[src/rtl/bus_memory_controller_pkg.sv]
// Shared definitions for the bus memory controller: region geometry, timer
// register offsets, controller FSM states and the region decode helper.
package BusMapTypes;

    localparam logic [31:0] MEM_BASE_DEF      = 32'h8000_0000;
    localparam int          MEM_SIZE_LOG2_DEF = 16;
    localparam logic [31:0] TIMER_BASE_DEF    = 32'h4000_0000;
    localparam int          TIMER_SIZE_LOG2   = 4;

    localparam logic [1:0] TMR_MTIME_LO = 2'd0;
    localparam logic [1:0] TMR_MTIME_HI = 2'd1;
    localparam logic [1:0] TMR_CMP_LO   = 2'd2;
    localparam logic [1:0] TMR_CMP_HI   = 2'd3;

    typedef enum logic [1:0] {
        ST_IDLE,
        ST_MEM_WAIT,
        ST_RESP
    } bus_state_e;

    // Regions are aligned to their own size, so masking the offset bits is enough.
    function automatic logic region_hit(input logic [31:0] a, input logic [31:0] base,
                                        input int size_log2);
        logic [31:0] mask;
        mask = ~((32'd1 << size_log2) - 32'd1);
        return (a & mask) == base;
    endfunction

endpackage

[src/rtl/bus_memory_controller_timer.sv]
// Machine timer: prescaled 64-bit mtime, 64-bit mtimecmp, registered compare
// interrupt and a 32-bit read mux selected by the word offset.
module bus_timer
    import BusMapTypes::*;
#(
    parameter int TIMER_DIV = 1
) (
    input  logic        clk,
    input  logic        rst,
    input  logic        wr_en_i,
    input  logic [1:0]  off_i,
    input  logic [31:0] wdata_i,
    output logic [31:0] rdata_o,
    output logic        irq_o
);

    localparam int             PW       = (TIMER_DIV > 1) ? $clog2(TIMER_DIV) : 1;
    localparam logic [PW-1:0]  PRE_LAST = PW'(TIMER_DIV - 1);

    logic [PW-1:0] pre_q, pre_d;
    logic [63:0]   mtime_q, mtime_d;
    logic [63:0]   cmp_q, cmp_d;
    logic          irq_q;
    logic          tick;
    logic [63:0]   mtime_inc;

    // A half-word write overrides only its half; the other half keeps the increment.
    always_comb begin
        tick      = (pre_q == PRE_LAST);
        pre_d     = tick ? '0 : pre_q + 1'b1;
        mtime_inc = mtime_q + {63'd0, tick};
        mtime_d   = mtime_inc;
        cmp_d     = cmp_q;
        if (wr_en_i) begin
            case (off_i)
                TMR_MTIME_LO: mtime_d[31:0]  = wdata_i;
                TMR_MTIME_HI: mtime_d[63:32] = wdata_i;
                TMR_CMP_LO:   cmp_d[31:0]    = wdata_i;
                TMR_CMP_HI:   cmp_d[63:32]   = wdata_i;
                default:      ;
            endcase
        end
    end

    always_ff @(posedge clk or negedge rst) begin
        if (!rst) begin
            pre_q   <= '0;
            mtime_q <= 64'd0;
            cmp_q   <= 64'hFFFF_FFFF_FFFF_FFFF;
            irq_q   <= 1'b0;
        end else begin
            pre_q   <= pre_d;
            mtime_q <= mtime_d;
            cmp_q   <= cmp_d;
            irq_q   <= (mtime_d >= cmp_d);
        end
    end

    always_comb begin
        case (off_i)
            TMR_MTIME_LO: rdata_o = mtime_q[31:0];
            TMR_MTIME_HI: rdata_o = mtime_q[63:32];
            TMR_CMP_LO:   rdata_o = cmp_q[31:0];
            default:      rdata_o = cmp_q[63:32];
        endcase
    end

    assign irq_o = irq_q;

endmodule

[src/rtl/bus_memory_controller.sv]
// Bus slave for the two-phase select/enable bus: decodes the SRAM and machine
// timer regions, sequences fixed-latency SRAM reads and returns rdata/ready.
module bus_memory_controller
    import BusMapTypes::*;
#(
    parameter logic [31:0] MEM_BASE      = MEM_BASE_DEF,
    parameter int          MEM_SIZE_LOG2 = MEM_SIZE_LOG2_DEF,
    parameter int          MEM_LATENCY   = 2,
    parameter logic [31:0] TIMER_BASE    = TIMER_BASE_DEF,
    parameter int          TIMER_DIV     = 1
) (
    input  logic                     clk,
    input  logic                     rst,
    input  logic [31:0]              addr,
    input  logic                     select,
    input  logic                     enable,
    input  logic                     write,
    input  logic [31:0]              wdata,
    output logic [31:0]              rdata,
    output logic                     ready,
    output logic                     irqTimer,
    output logic                     memReq,
    output logic                     memWrite,
    output logic [MEM_SIZE_LOG2-3:0] memAddr,
    output logic [31:0]              memWdata,
    input  logic [31:0]              memRdata
);

    localparam logic [2:0] LAT_INIT = 3'(MEM_LATENCY - 1);

    bus_state_e  state_q;
    logic [2:0]  cnt_q;
    logic [31:0] rdata_q;
    logic        ready_q;
    logic        armed_q, armed_d;
    logic        ram_hit, tmr_hit, accept;
    logic [31:0] tmr_rdata;
    logic        tmr_irq;

    // armed demands a fresh setup phase, so an enable left high after ready cannot re-trigger.
    always_comb begin
        ram_hit = region_hit(addr, MEM_BASE, MEM_SIZE_LOG2);
        tmr_hit = region_hit(addr, TIMER_BASE, TIMER_SIZE_LOG2);
        accept  = (state_q == ST_IDLE) && select && enable && armed_q;
        armed_d = armed_q;
        if (accept) begin
            armed_d = 1'b0;
        end else if (select && !enable) begin
            armed_d = 1'b1;
        end
    end

    assign memReq   = accept && ram_hit;
    assign memWrite = accept && ram_hit && write;
    assign memAddr  = addr[MEM_SIZE_LOG2-1:2];
    assign memWdata = wdata;

    always_ff @(posedge clk or negedge rst) begin
        if (!rst) begin
            state_q <= ST_IDLE;
            cnt_q   <= 3'd0;
            rdata_q <= 32'd0;
            ready_q <= 1'b0;
            armed_q <= 1'b0;
        end else begin
            armed_q <= armed_d;
            ready_q <= 1'b0;
            case (state_q)
                ST_IDLE: begin
                    if (accept) begin
                        if (ram_hit && !write) begin
                            state_q <= ST_MEM_WAIT;
                            cnt_q   <= LAT_INIT;
                        end else begin
                            state_q <= ST_RESP;
                            ready_q <= 1'b1;
                            if (!write) begin
                                rdata_q <= tmr_hit ? tmr_rdata : 32'd0;
                            end
                        end
                    end
                end
                ST_MEM_WAIT: begin
                    if (cnt_q == 3'd0) begin
                        rdata_q <= memRdata;
                        state_q <= ST_RESP;
                        ready_q <= 1'b1;
                    end else begin
                        cnt_q <= cnt_q - 3'd1;
                    end
                end
                ST_RESP: begin
                    state_q <= ST_IDLE;
                end
                default: begin
                    state_q <= ST_IDLE;
                end
            endcase
        end
    end

    bus_timer #(
        .TIMER_DIV (TIMER_DIV)
    ) u_timer (
        .clk     (clk),
        .rst     (rst),
        .wr_en_i (accept && tmr_hit && write),
        .off_i   (addr[3:2]),
        .wdata_i (wdata),
        .rdata_o (tmr_rdata),
        .irq_o   (tmr_irq)
    );

    assign rdata    = rdata_q;
    assign ready    = ready_q;
    assign irqTimer = tmr_irq;

endmodule

[config.mk]
export PLATFORM = sky130hd
export DESIGN_NAME = bus_memory_controller
export DESIGN_NICKNAME = d
export VERILOG_FILES = /design/src/rtl/bus_memory_controller_pkg.sv /design/src/rtl/bus_memory_controller_timer.sv /design/src/rtl/bus_memory_controller.sv
export SDC_FILE = /design/constraint.sdc
export NUM_CORES = 1
export LEC_CHECK = 0
export CORE_UTILIZATION = 58
export CTS_CLUSTER_DIAMETER = 200
export CTS_CLUSTER_SIZE = 14
export DETAILED_ROUTE_END_ITERATION = 12
export PLACE_DENSITY = 0.95
export SETUP_SLACK_MARGIN = 0.5
export SLEW_MARGIN = 20
export SYNTH_ARGS = -nofsm -noshare
export SYNTH_HDL_FRONTEND = slang
export SYNTH_SLANG_ARGS = --single-unit
[constraint.sdc]
create_clock -name clk -period 9.95 [get_ports clk]
set_input_delay 0.995 -clock clk [delete_from_list [all_inputs] [get_ports clk]]
set_output_delay 0.995 -clock clk [all_outputs]
set_load 0.01 [all_outputs]
; ---- After elaboration in Yosys (flattened, before gate mapping)
; Cells that the tools add are included.
[classes]
addsub = 3
order_cmp = 1
eq_ne = 12
mux = 28
n_bitwise = 1
n_reduce_logical = 19
[ops]
columns = op, count
row1 = 32-bit 2-to-1 mux, 9
row2 = 64-bit 2-to-1 mux, 2
row3 = 32-bit one-hot mux with 3 select lines, 1
row4 = 64-bit by 1-bit adder with 64-bit output, 1
row5 = 64-bit greater-or-equal comparator, 1
row6 = 32-bit one-hot mux with 2 select lines, 1
row7 = 28-bit by 27-bit == test with 1-bit output (second input constant), 1
row8 = 16-bit == test (second input constant), 1
row9 = 2-bit != test (second input constant), 5
row10 = 1-bit logical AND, 9
row11 = 3-bit 2-to-1 mux, 3
row12 = 1-bit 2-to-1 mux, 6
row13 = 2-bit 2-to-1 mux, 3
row14 = 3-bit one-hot mux with 2 select lines, 1
row15 = 5-bit AND reduction, 1
row16 = 2-bit by 1-bit == test with 1-bit output (second input constant), 2
row17 = 2-bit == test (second input constant), 2
row18 = 2-bit zero test, 2
row19 = 2-bit one-hot mux with 2 select lines, 1
row20 = 4-bit AND reduction, 1
row21 = 2-bit nonzero test, 2
row22 = 3-bit zero test, 1
row23 = 3-bit by 1-bit subtractor with 3-bit output (second input constant), 1
row24 = 1-bit zero test, 2
row25 = other kinds (5), 5
[word_totals]
register_bits = 169
inputBits = 101
output_inout_bits = 82
wordCells = 73

; ---- Depth between registers and ports, before layout
[logic_depth]
depth_word = 8
depth_mapped = 15
mapped_depth_nobuf = 14

; ---- Cells and area by module
; A second synthesis with hierarchy kept.
[unflattened]
hier_cells = 1076
hier_area_um2 = 10887.9
[by_module_without_submodules]
columns = module, instances, cells_each, area_each_um2, seq_area_each_um2
row1 = bus_timer, 1, 794, 8309.2, 3308.2
row2 = bus_memory_controller, 1, 282, 2578.7, 975.9

; ---- Worst setup path after synthesis
; No wires, ideal clock.
[synth_timing]
path_kind = input -> register
start = input addr[6]
end = register u_timer.irq_q (netlist: u_timer.irq_o)
setup_time_ns = 0.136
arrival_time_ns = 4.164
required_time_ns = 9.814
path_slack_ns = 5.650
cell_stages = 15
path_buffers = 2
path_cell_list = or4_4 -> nor3_4 -> nand4b_4 -> or4_1 -> buf_4 -> buf_2 -> nor2_1 -> a21oi_1 -> ha_1 -> a21oi_1 -> nand2_1 -> a221oi_1 -> o211ai_1 -> a2111oi_0 -> o21ai_0
[synth_via]
elab_chain_cells = 5
elab_cells_between_ends = 6
cone_classes = order compare: 1 / eq/ne: 1 / mux: 2 / reduce/logical: 2
[synth_lines]
columns = element, line_no
row1 = start: declaration, bus_memory_controller.sv:14  ; input logic [31:0] addr,
row2 = 28-bit by 27-bit == test with 1-bit output, bus_memory_controller_pkg.sv:26  ; return (a & mask) == base;
row3 = 1-bit logical AND (2 in a row), bus_memory_controller.sv:107  ; .wr_en_i (accept && tmr_hit && write),
row4 = 64-bit 2-to-1 mux, bus_memory_controller_timer.sv:34  ; if (wr_en_i) begin
row5 = net u_timer.mtime_d[22], bus_memory_controller_timer.sv:21  ; logic [63:0] mtime_q, mtime_d;
row6 = 64-bit greater-or-equal comparator, bus_memory_controller_timer.sv:55  ; irq_q <= (mtime_d >= cmp_d);
row7 = end signal: assignment, bus_memory_controller_timer.sv:55
row8 = end: declaration, bus_memory_controller_timer.sv:23  ; logic irq_q;
; The timed path passes the listed nets, and every way through them passes these cells.
; A chain may end at the register's enable or synchronous reset.

; ---- Worst setup path after layout
[layout_timing]
start = input addr[25]
end = register u_timer.irq_q (netlist: u_timer.irq_o)
; The elaborated chain is that of the path after synthesis.

==> impl_metrics.yaml <==
yosys:
  syn_area_um2: 10700
  synth_fa_ha_area_share_pct: 7.84
  synth_top_family_by_area: "simple AND/OR/NAND/NOR gates"
  synth.area.mux_share_pct: 13.1
  synth.area.top_cells: "dfrtp_1 24%, dfstp_2 16%, ha_1 7.8%"
  ys_seq_area_share_pct: 40.1
  synth_top_area_cell: "dfrtp_1"
  synth_edf_count: 0
  synth_simple_gate_area_share_pct: 16.5
  syn_nets: 1257
  ys_async_sr_fraction_pct: 100
  yosysWarnings: 0
  synth_compound_area_share_pct: 9.17
  ys_dominant_reg_cell: "dfrtp_1"
  synth_top_cell_area_share_pct: 24.3
  synth.distinct_cells: 57
  synth-xor-area-share_pct: 5.08
  syn_avg_cell_area_um2: 9.82
  ys_seq_elements: 168
  syn_inst: 1089
pwr:
  combPwrFrac_pct: 22.2
  p_per_area_nw_per_um2: 145
  switching_power_mw: 0.532
  p_leak_nw: 5.40
  seqPwrFrac_pct: 42.8
  ir_drop_mv: 0.191
  internal_power_mw: 1.34
  p_clk_share_pct: 35.0
  swShare_pct: 28.5
sta:
  setup_viol: 0
  max_clock_freq_ghz: 0.154
  fin_ws_ps: 3460
  fin_crit_ps: 6490
  worst_pin_slew_ps: 987
  setup_tns_ps: 0
  hold_violations: 0
  drv_slew: 0
  period_share_pct: 65.2
  relSlewSlack_pct: 33.6
  rsz0062_at_grt: "no"
  finClkSkew_ps: 13.4
drt:
  first_pass_iters: 8
  drt_iter0_drc: 1062
  via_count: 9458
  totalWireLength_mm: 31.8
  drc: 0
  avgRoutedWirePerCell_um: 22.0
  ant_nets: 0
  viasPerCell: 6.54
min_path:
  hold_path_class: "flop to flop"
  hp-start: "cnt_q[2]"
finish:
  nNetsFinal: 1372
  area_delta_synth_final_pct: 20.3
  fin_cells: 1447
  drive_gt1_share_pct: 13.4
clocking:
  cts_buffers: 17
  cts_buffer_depth: 2
  clk_latency_ps: 450
  clock_sinks: 168
  cts.htree.levels: 4
  cts-resized-gates: 0
  cts_hold_buf: 0
  root_buffer: "clkbuf_16"
  clkTransAtPathRegs_ps: 70
  post_cts_buffers: 0
  cts_tree: "done"
global_routing:
  first_global_vias: 9480
  grtUsageTotal_pct: 34.4
  grt_max_degree: 92
  overflow: 0
  antenna_found_initial: 2
  grt_pass1_wl_mm: 49.0
placed_design:
  dp_cells: 1414
  dp_slack_ps: 3470
  gp_congestion: 0.940
  io_buffers: 180
  dp_hpwl_mm: 21.7
floorplanning:
  die-width_um: 138
  die_h_um: 138
  io_pins: 183
  core_area_um2: 18000
  start_util_pct: 59.3
  dieArea_um2: 19000
  rows: 49
worst_setup_path:
  cp.required_ps: 10260
  end_kind: "flop"
  crit_path_max_fanout: 44
  critPathLaunch: "addr[25]"
  critPathArrivalTime_ps: 6800
  start_kind: "input pin"
  worstReg2RegStart: "state_q[1]"
  crit_type: "input pin to flop"
flow_run:
  drv_cap: 0
outcome:
  status: "completed"
registers in the layout, indices dropped and copies added, names as in the netlist:
register         cells
armed_q              1
ready                1
u_timer.irq_o        1
rdata               32
state_q              2
cnt_q                3
u_timer.cmp_q       64
u_timer.mtime_q     64
power by group through the flow:
stage / Combinational [mW] / Clock, mW / Sequential [mW]
2_1_floorplan: 0.140 / 0 / 0.839
3_3_place_gp: 0.395 / 0 / 0.806
3_5_place_dp: 0.410 / 0 / 0.810
4_1_cts: 0.416 / 0.653 / 0.800
5_1_grt: 0.450 / 0.685 / 0.808
6_report: 0.415 / 0.654 / 0.800
final timing paths:
kind	end	slack (ps)	cells after the start
worst min register to register	cnt_q[2]	480	1
min in group asynchronous	rdata[28]	610	1
worst max register to register	u_timer.irq_o	5170	14
worst max-delay path	u_timer.irq_o	3460	15
max in group asynchronous	u_timer.mtime_q[10]	7810	2
worst min-delay path	cnt_q[2]	480	1
routing by layer:
layer / track usage (%) / vias up / routed length [um]
li1: - / 4075 / -
met1: 41.2 / 4536 / 11700
met2: 55.4 / 684 / 15000
met3: 8.87 / 161 / 3330
met4: 21.3 / 2 / 1770
met5: 0 / - / 13
metrics by stage:
step | utilization, % | area, um^2 | power [mW] | hold WS (ps)
2_1_floorplan | - | 10700 | 0.980 | 443
3_3_place_gp | 68.2 | 12300 | 1.20 | 461
3_5_place_dp | 68.2 | 12300 | 1.22 | 471
4_1_cts | 71.4 | 12900 | 1.87 | 473
5_1_grt | 71.4 | 12900 | 1.94 | 483
6_report | 71.4 | 12900 | 1.87 | 478
synthesized netlist by cell type (all sizes together), types with 5 or more instances:
master,number
inv,76
nor2,122
and3,5
xor2,18
a21oi,150
dfstp,64
nand2,51
mux2i,59
dfrtp,104
buf,78
nor4b,5
nor4,30
nand3,40
mux2,8
xnor2,44
o21ai,12
nor3,19
clkbuf,16
nand4,21
nor3b,31
ha,67
mux4,32
cells by family (layout without fill, tap and decap cells):
group	Yosys count	after routing
flip-flops	168	168
buffers and inverters	170	298
AND/OR/NAND/NOR	339	339
XOR/XNOR	62	62
other	0	1
multiplexers	99	99
AO/OA/AOI/OAI	184	184
adder cells (fa/ha/maj)	67	67
layout by cell type, fill, tap and decap left out, drive strengths merged, types with 4 or more instances in the layout:
master,instances
nand2,51
mux2i,59
dfrtp,104
a21oi,150
inv,81
mux2,8
nor4b,5
nand4,21
nand3,40
nor3,19
ha,67
dfstp,64
buf,13
clkinvlp,4
nor4,30
xor2,18
nor3b,31
clkbuf,18
and3,5
mux4,32
clkinv,4
o21ai,12
clkdlybuf4s50,177
xnor2,44
nor2,122
worst max-delay path: stages:
cell and delay [ps]:
clkdlybuf4s50_1 430, nor4_1 820, nand4_1 300, nand4b_4 660, or4_2 1090, buf_4 400
nor2_1 140, a21oi_1 60, ha_1 350, nand4_1 130, nor3_1 550, nand3_1 180
o211ai_1 190, a2111oi_0 150, o21ai_0 330
area by class of cell:
| class | count | area [um^2] |
|---|---|---|
| clock buffers | 18 | 439 |
| flip-flops and latches | 168 | 4280 |
| diodes | 1 | 2.50 |
| clock inverters | 14 | 138 |
| well taps | 229 | 287 |
| inverters | 76 | 285 |
| fillers | 1125 | 5160 |
| multi-input cells | 751 | 5560 |
| repair buffers | 190 | 1870 |
Note: power is estimated with default switching activity, not from simulation.
